## config.mk

```make
export PLATFORM = sky130hd
export DESIGN_NAME = imem_loader
export DESIGN_NICKNAME = d
export VERILOG_FILES = /design/src/rtl/imem_loader.sv
export SDC_FILE = /design/constraint.sdc
export NUM_CORES = 1
export LEC_CHECK = 0
export ABC_AREA = 1
export CAP_MARGIN = 30
export CORE_MARGIN = 1
export CORE_UTILIZATION = 40
export DETAILED_ROUTE_END_ITERATION = 8
export PLACE_DENSITY = 0.69
export SYNTH_ARGS = -nofsm -noshare
export SYNTH_HDL_FRONTEND = slang
export SYNTH_SLANG_ARGS = --single-unit
export TNS_END_PERCENT = 100
```

## constraint.sdc

```tcl
create_clock -name clk -period 3.2 [get_ports clk]
set_clock_uncertainty 0.1 [all_clocks]
set_input_delay 0.32 -clock clk [delete_from_list [all_inputs] [get_ports clk]]
set_output_delay 0.32 -clock clk [all_outputs]
set_load 0.02 [all_outputs]
```

## src/rtl/imem_loader.sv

```systemverilog
// Boot-time instruction-memory loader: parses a byte stream (16-bit word count,
// big-endian payload words, XOR checksum), writes each word, and gates CPU reset.
module imem_loader #(
  parameter int ADDR_W = 16
) (
  input  logic        clk,
  input  logic        reset,
  input  logic        start,
  input  logic [7:0]  byte_in,
  input  logic        byte_valid,
  output logic        byte_ready,
  output logic        mem_we,
  output logic [31:0] mem_addr,
  output logic [31:0] mem_wdata,
  output logic        busy,
  output logic        done,
  output logic        error,
  output logic        cpu_hold
);

  typedef enum logic [2:0] {
    S_IDLE, S_HDR_HI, S_HDR_LO, S_DATA, S_CHECK, S_DONE, S_ERR
  } state_t;

  // Largest legal word count; one bit wider than the header so 2**16 fits.
  localparam logic [16:0] CAP = 17'(1) << ADDR_W;

  state_t              state_q, state_d;
  logic [7:0]          cnt_hi_q, cnt_hi_d;
  logic [15:0]         rem_q, rem_d;
  logic [1:0]          bcnt_q, bcnt_d;
  logic [23:0]         shift_q, shift_d;
  logic [7:0]          chk_q, chk_d;
  logic [ADDR_W-1:0]   widx_q, widx_d;
  logic                we_d;
  logic [31:0]         addr_d, wdata_d;
  logic                acc;
  logic [15:0]         hdr;

  assign acc = byte_valid & byte_ready;
  assign hdr = {cnt_hi_q, byte_in};

  always_comb begin
    state_d  = state_q;
    cnt_hi_d = cnt_hi_q;
    rem_d    = rem_q;
    bcnt_d   = bcnt_q;
    shift_d  = shift_q;
    chk_d    = chk_q;
    widx_d   = widx_q;
    we_d     = 1'b0;
    addr_d   = mem_addr;
    wdata_d  = mem_wdata;
    case (state_q)
      S_IDLE, S_DONE, S_ERR: begin
        if (start) begin
          state_d = S_HDR_HI;
          chk_d   = '0;
          widx_d  = '0;
          bcnt_d  = '0;
          rem_d   = '0;
        end
      end
      S_HDR_HI: begin
        if (acc) begin
          cnt_hi_d = byte_in;
          state_d  = S_HDR_LO;
        end
      end
      S_HDR_LO: begin
        if (acc) begin
          rem_d = hdr;
          if ({1'b0, hdr} > CAP)  state_d = S_ERR;
          else if (hdr == 16'd0)  state_d = S_CHECK;
          else                    state_d = S_DATA;
        end
      end
      S_DATA: begin
        if (acc) begin
          chk_d   = chk_q ^ byte_in;
          bcnt_d  = bcnt_q + 2'd1;
          shift_d = {shift_q[15:0], byte_in};
          // Word complete: the write is registered and lands next cycle.
          if (bcnt_q == 2'd3) begin
            we_d    = 1'b1;
            wdata_d = {shift_q, byte_in};
            addr_d  = 32'(widx_q);
            widx_d  = widx_q + 1'b1;
            rem_d   = rem_q - 16'd1;
            if (rem_q == 16'd1) state_d = S_CHECK;
          end
        end
      end
      S_CHECK: begin
        if (acc) state_d = (byte_in == chk_q) ? S_DONE : S_ERR;
      end
      default: state_d = S_IDLE;
    endcase
  end

  always_ff @(posedge clk) begin
    if (reset) begin
      state_q    <= S_IDLE;
      cnt_hi_q   <= '0;
      rem_q      <= '0;
      bcnt_q     <= '0;
      shift_q    <= '0;
      chk_q      <= '0;
      widx_q     <= '0;
      byte_ready <= 1'b0;
      mem_we     <= 1'b0;
      mem_addr   <= '0;
      mem_wdata  <= '0;
      busy       <= 1'b0;
      done       <= 1'b0;
      error      <= 1'b0;
      cpu_hold   <= 1'b1;
    end else begin
      state_q    <= state_d;
      cnt_hi_q   <= cnt_hi_d;
      rem_q      <= rem_d;
      bcnt_q     <= bcnt_d;
      shift_q    <= shift_d;
      chk_q      <= chk_d;
      widx_q     <= widx_d;
      mem_we     <= we_d;
      mem_addr   <= addr_d;
      mem_wdata  <= wdata_d;
      byte_ready <= state_d inside {S_HDR_HI, S_HDR_LO, S_DATA, S_CHECK};
      busy       <= state_d inside {S_HDR_HI, S_HDR_LO, S_DATA, S_CHECK};
      done       <= (state_d == S_DONE);
      error      <= (state_d == S_ERR);
      cpu_hold   <= (state_d != S_DONE);
    end
  end

endmodule
```

==> results.py <==
metrics = {
    "run_status": {
        "status": "completed",
    },
    "clock_tree": {
        "clockBufferDepth": 2,
        "htreeDepth": 4,
        "numCtsBuffers": 17,
        "clock-root-buffer": "clkbuf_16",
        "numClockSinks": 130,
        "worstSkewPairLatency_ns": 0.42,
        "hold_buffers": 0,
        "post_cts_buffers": 0,
        "path_clk_slew_ns": 0.05,
        "cts_resized": 0,
        "tritoncts": "done",
    },
    "synth": {
        "syn_avg_cell_area_um2": 7.35,
        "synth_edf_count": 0,
        "ys_warn_count": 0,
        "ys_ff_latch": 130,
        "synth_ff_type": "dfxtp_1",
        "synth.distinct_cells": 42,
        "synthCells": 796,
        "synth_seq_area_share": 0.445,
        "netlist_area_um2": 5850,
        "synthArstFlopShare": 0,
    },
    "global_routing": {
        "grt_max_degree": 63,
        "antenna_found_initial": 0,
        "grt_pass1_wl_mm": 23.5,
        "grt_pass1_vias": 4821,
        "overflow": 0,
        "grt_usage": 0.202,
    },
    "critical_path": {
        "worst-path-max-fanout": 31,
        "max_stage_delay_ns": 0.46,
        "crit_path_frequent_cell": "inv_2",
        "timing.critical_path.buf_inv": 5,
        "cp_cell_sequence": "nor2_2 -> buf_4 -> inv_2 -> nor2_4 -> inv_2 -> nor2_2 -> inv_2 -> nor2_8 -> inv_2 -> o21ai_1",
        "start_kind": "flip-flop",
        "cp.arrival_ns": 2.58,
        "cp_slowest_cell": "inv_2",
        "cp_top_family": "buffers and inverters",
        "critPathCaptureType": "flip-flop",
        "cp.required_ns": 3.40,
        "crit_type": "flip-flop to flip-flop",
    },
    "detailed_routing": {
        "firstDrtPassIters": 5,
        "vias": 5284,
        "drtAntennaViolNets": 0,
        "drc": 0,
        "finalWirelength_mm": 14.3,
        "vias_per_cell": 5.10,
        "drt_iter0_drc": 498,
        "wire_per_inst_um": 13.8,
    },
    "sta": {
        "drv_slew": 0,
        "hold_violations": 0,
        "setup-tns-final_ns": 0,
        "rsz0062_at_grt": "no",
        "post-route-period-util": 0.745,
        "setup_violations": 0,
        "tightest_slew_ns": 0.604,
        "period_needed_ns": 2.38,
        "fmax_ghz": 0.419,
        "relSlewSlack": 0.596,
    },
    "layout": {
        "fillers": 1396,
        "area_growth_pct": 21.8,
        "multiInputGateArea_um2": 2710,
        "regArea_um2": 2600,
        "nets": 865,
        "final_area_um2": 7120,
        "drive_above_1_share": 0.0910,
        "diodes": 0,
    },
    "floorplan": {
        "initial_core_util": 0.415,
        "fp.dieArea_um2": 15100,
        "io_pins": 82,
        "num_rows": 43,
        "dieWidth_um": 123,
        "coreArea_um2": 14100,
        "die-height_um": 123,
    },
    "placement": {
        "io_buffers": 65,
        "hpwl_mm": 9.62,
        "place_congestion": 0.864,
        "placed_cell_area_um2": 6530,
    },
    "pwr": {
        "ir_worst_vdd_uv": 376,
        "total_leakage_power_nw": 2.88,
        "power_density_nw_per_um2": 601,
        "finalPower_mw": 4.28,
    },
    "job": {
        "maxCapViolCount": 0,
    },
    "min_path": {
        "worstHoldPathType": "flip-flop to flip-flop",
    },
}
cell families after synthesis:
| family | Yosys count | share of synthesized area |
|---|---|---|
| buffers and inverters | 125 | 0.101 |
| DFF | 130 | 0.445 |
| xor gates and xnor gates | 5 | 0.00749 |
| AOI/OAI and AO/OA | 210 | 0.199 |
| and+or+nand+nor | 321 | 0.239 |
| adders and majority gates | 4 | 0.00856 |
| other | 1 | 0.000641 |
layout make-up:
cell class / instances / area share
sequential: 130 / 0.365
clock buffer: 21 / 0.0646
tap: 180 / 0.0316
inverter: 71 / 0.0378
clock inverter: 6 / 0.0186
timing repair buffer: 73 / 0.102
multi-input combinational: 556 / 0.381
through the flow:
| stage | util | worst slack [ns] | hold slack [ns] | std cells |
|---|---|---|---|---|
| 6_report | 0.505 | 0.816 | 0.370 | 1037 |
| 2_1_floorplan | - | 1.46 | 0.330 | 811 |
| 3_5_place_dp | 0.463 | 0.775 | 0.360 | 1010 |
| 4_1_cts | 0.505 | 0.809 | 0.370 | 1037 |
| 3_3_place_gp | 0.463 | 0.810 | 0.356 | 1010 |
| 5_1_grt | 0.505 | 0.545 | 0.383 | 1037 |
where the power goes:
part | internal, mW | total, mW | switching [mW] | leakage (nW)
Combinational | 0.173 | 0.591 | 0.417 | 1.54
Sequential | 1.67 | 1.70 | 0.0331 | 1.05
Clock | 1.32 | 1.99 | 0.673 | 0.287
Total | 3.16 | 4.28 | 1.12 | 2.88
worst paths after layout:
kind                                         startpoint  slack (ns)                         to  depth (start not counted)
worst min register to register  widx_q[15]$_SDFFE_PP0P_        0.37    widx_q[15]$_SDFFE_PP0P_                          2
worst max-delay path              state_q[2]$_SDFF_PP0_        0.82  mem_wdata[6]$_SDFFE_PP0P_                         10
worst max register to register    state_q[2]$_SDFF_PP0_        0.82  mem_wdata[6]$_SDFFE_PP0P_                         10
worst min-delay path            widx_q[15]$_SDFFE_PP0P_        0.37    widx_q[15]$_SDFFE_PP0P_                          2
flip-flops by register name (all words and copies together) (netlist names):
| signal | flops |
|---|---|
| rem_q | 16 |
| chk_q | 8 |
| state_q | 3 |
| bcnt_q | 2 |
| mem_we | 1 |
| busy | 1 |
| cnt_hi_q | 8 |
| mem_addr | 16 |
| done | 1 |
| mem_wdata | 32 |
| error | 1 |
| widx_q | 16 |
| cpu_hold | 1 |
| shift_q | 24 |
routing by layer:
| metal | GRT usage | wire [um] | vias to the layer above |
|---|---|---|---|
| li1 | - | - | 2680 |
| met1 | 0.278 | 6860 | 2429 |
| met2 | 0.309 | 6500 | 154 |
| met3 | 0.0475 | 759 | 21 |
| met4 | 0.0678 | 174 | 0 |
| met5 | 0 | 0 | - |
worst min-delay path, cell delays in order (launching register included):
cell and delay, ns:
dfxtp_1 0.31, nand2_1 0.06, a21oi_1 0.05
layout by cell type, fill, tap and decap left out, types with 2 or more instances in the layout:
cell type / instances
o22ai_1: 3
nor2_4: 4
or2_2: 3
clkdlybuf4s50_1: 65
nand3_1: 37
conb_1: 16
nand4_1: 5
nor3_1: 13
xor2_1: 4
clkbuf_16: 17
nor2_2: 7
a21oi_1: 87
o21ai_0: 90
ha_1: 4
nor2_1: 101
bufinv_16: 4
inv_1: 60
a211oi_1: 2
o21ai_2: 2
a21oi_2: 2
inv_2: 10
o21ai_1: 10
clkbuf_8: 2
dfxtp_1: 130
nand2_2: 3
clkbuf_1: 2
nor4_1: 2
a211oi_2: 8
buf_4: 7
nand2_1: 141
synthesized netlist by cell type, types with 3 or more instances:
cell | instances | share of area
nand2_1 | 141 | 0.090
dfxtp_1 | 130 | 0.44
nor2_1 | 101 | 0.065
o21ai_0 | 90 | 0.077
a21oi_1 | 87 | 0.074
inv_1 | 61 | 0.039
nand3_1 | 37 | 0.032
buf_4 | 22 | 0.028
clkbuf_1 | 19 | 0.012
nor3_1 | 13 | 0.011
o21ai_1 | 10 | 0.0086
inv_2 | 9 | 0.0058
a211oi_2 | 8 | 0.017
nor2_2 | 7 | 0.0075
buf_2 | 6 | 0.0051
nand4_1 | 5 | 0.0053
buf_6 | 4 | 0.0077
ha_1 | 4 | 0.0086
nor2_4 | 4 | 0.0077
xor2_1 | 4 | 0.0060
buf_1 | 3 | 0.0019
nand2_2 | 3 | 0.0032
o22ai_1 | 3 | 0.0032
or2_2 | 3 | 0.0032
(Power assumes the default switching activity.)
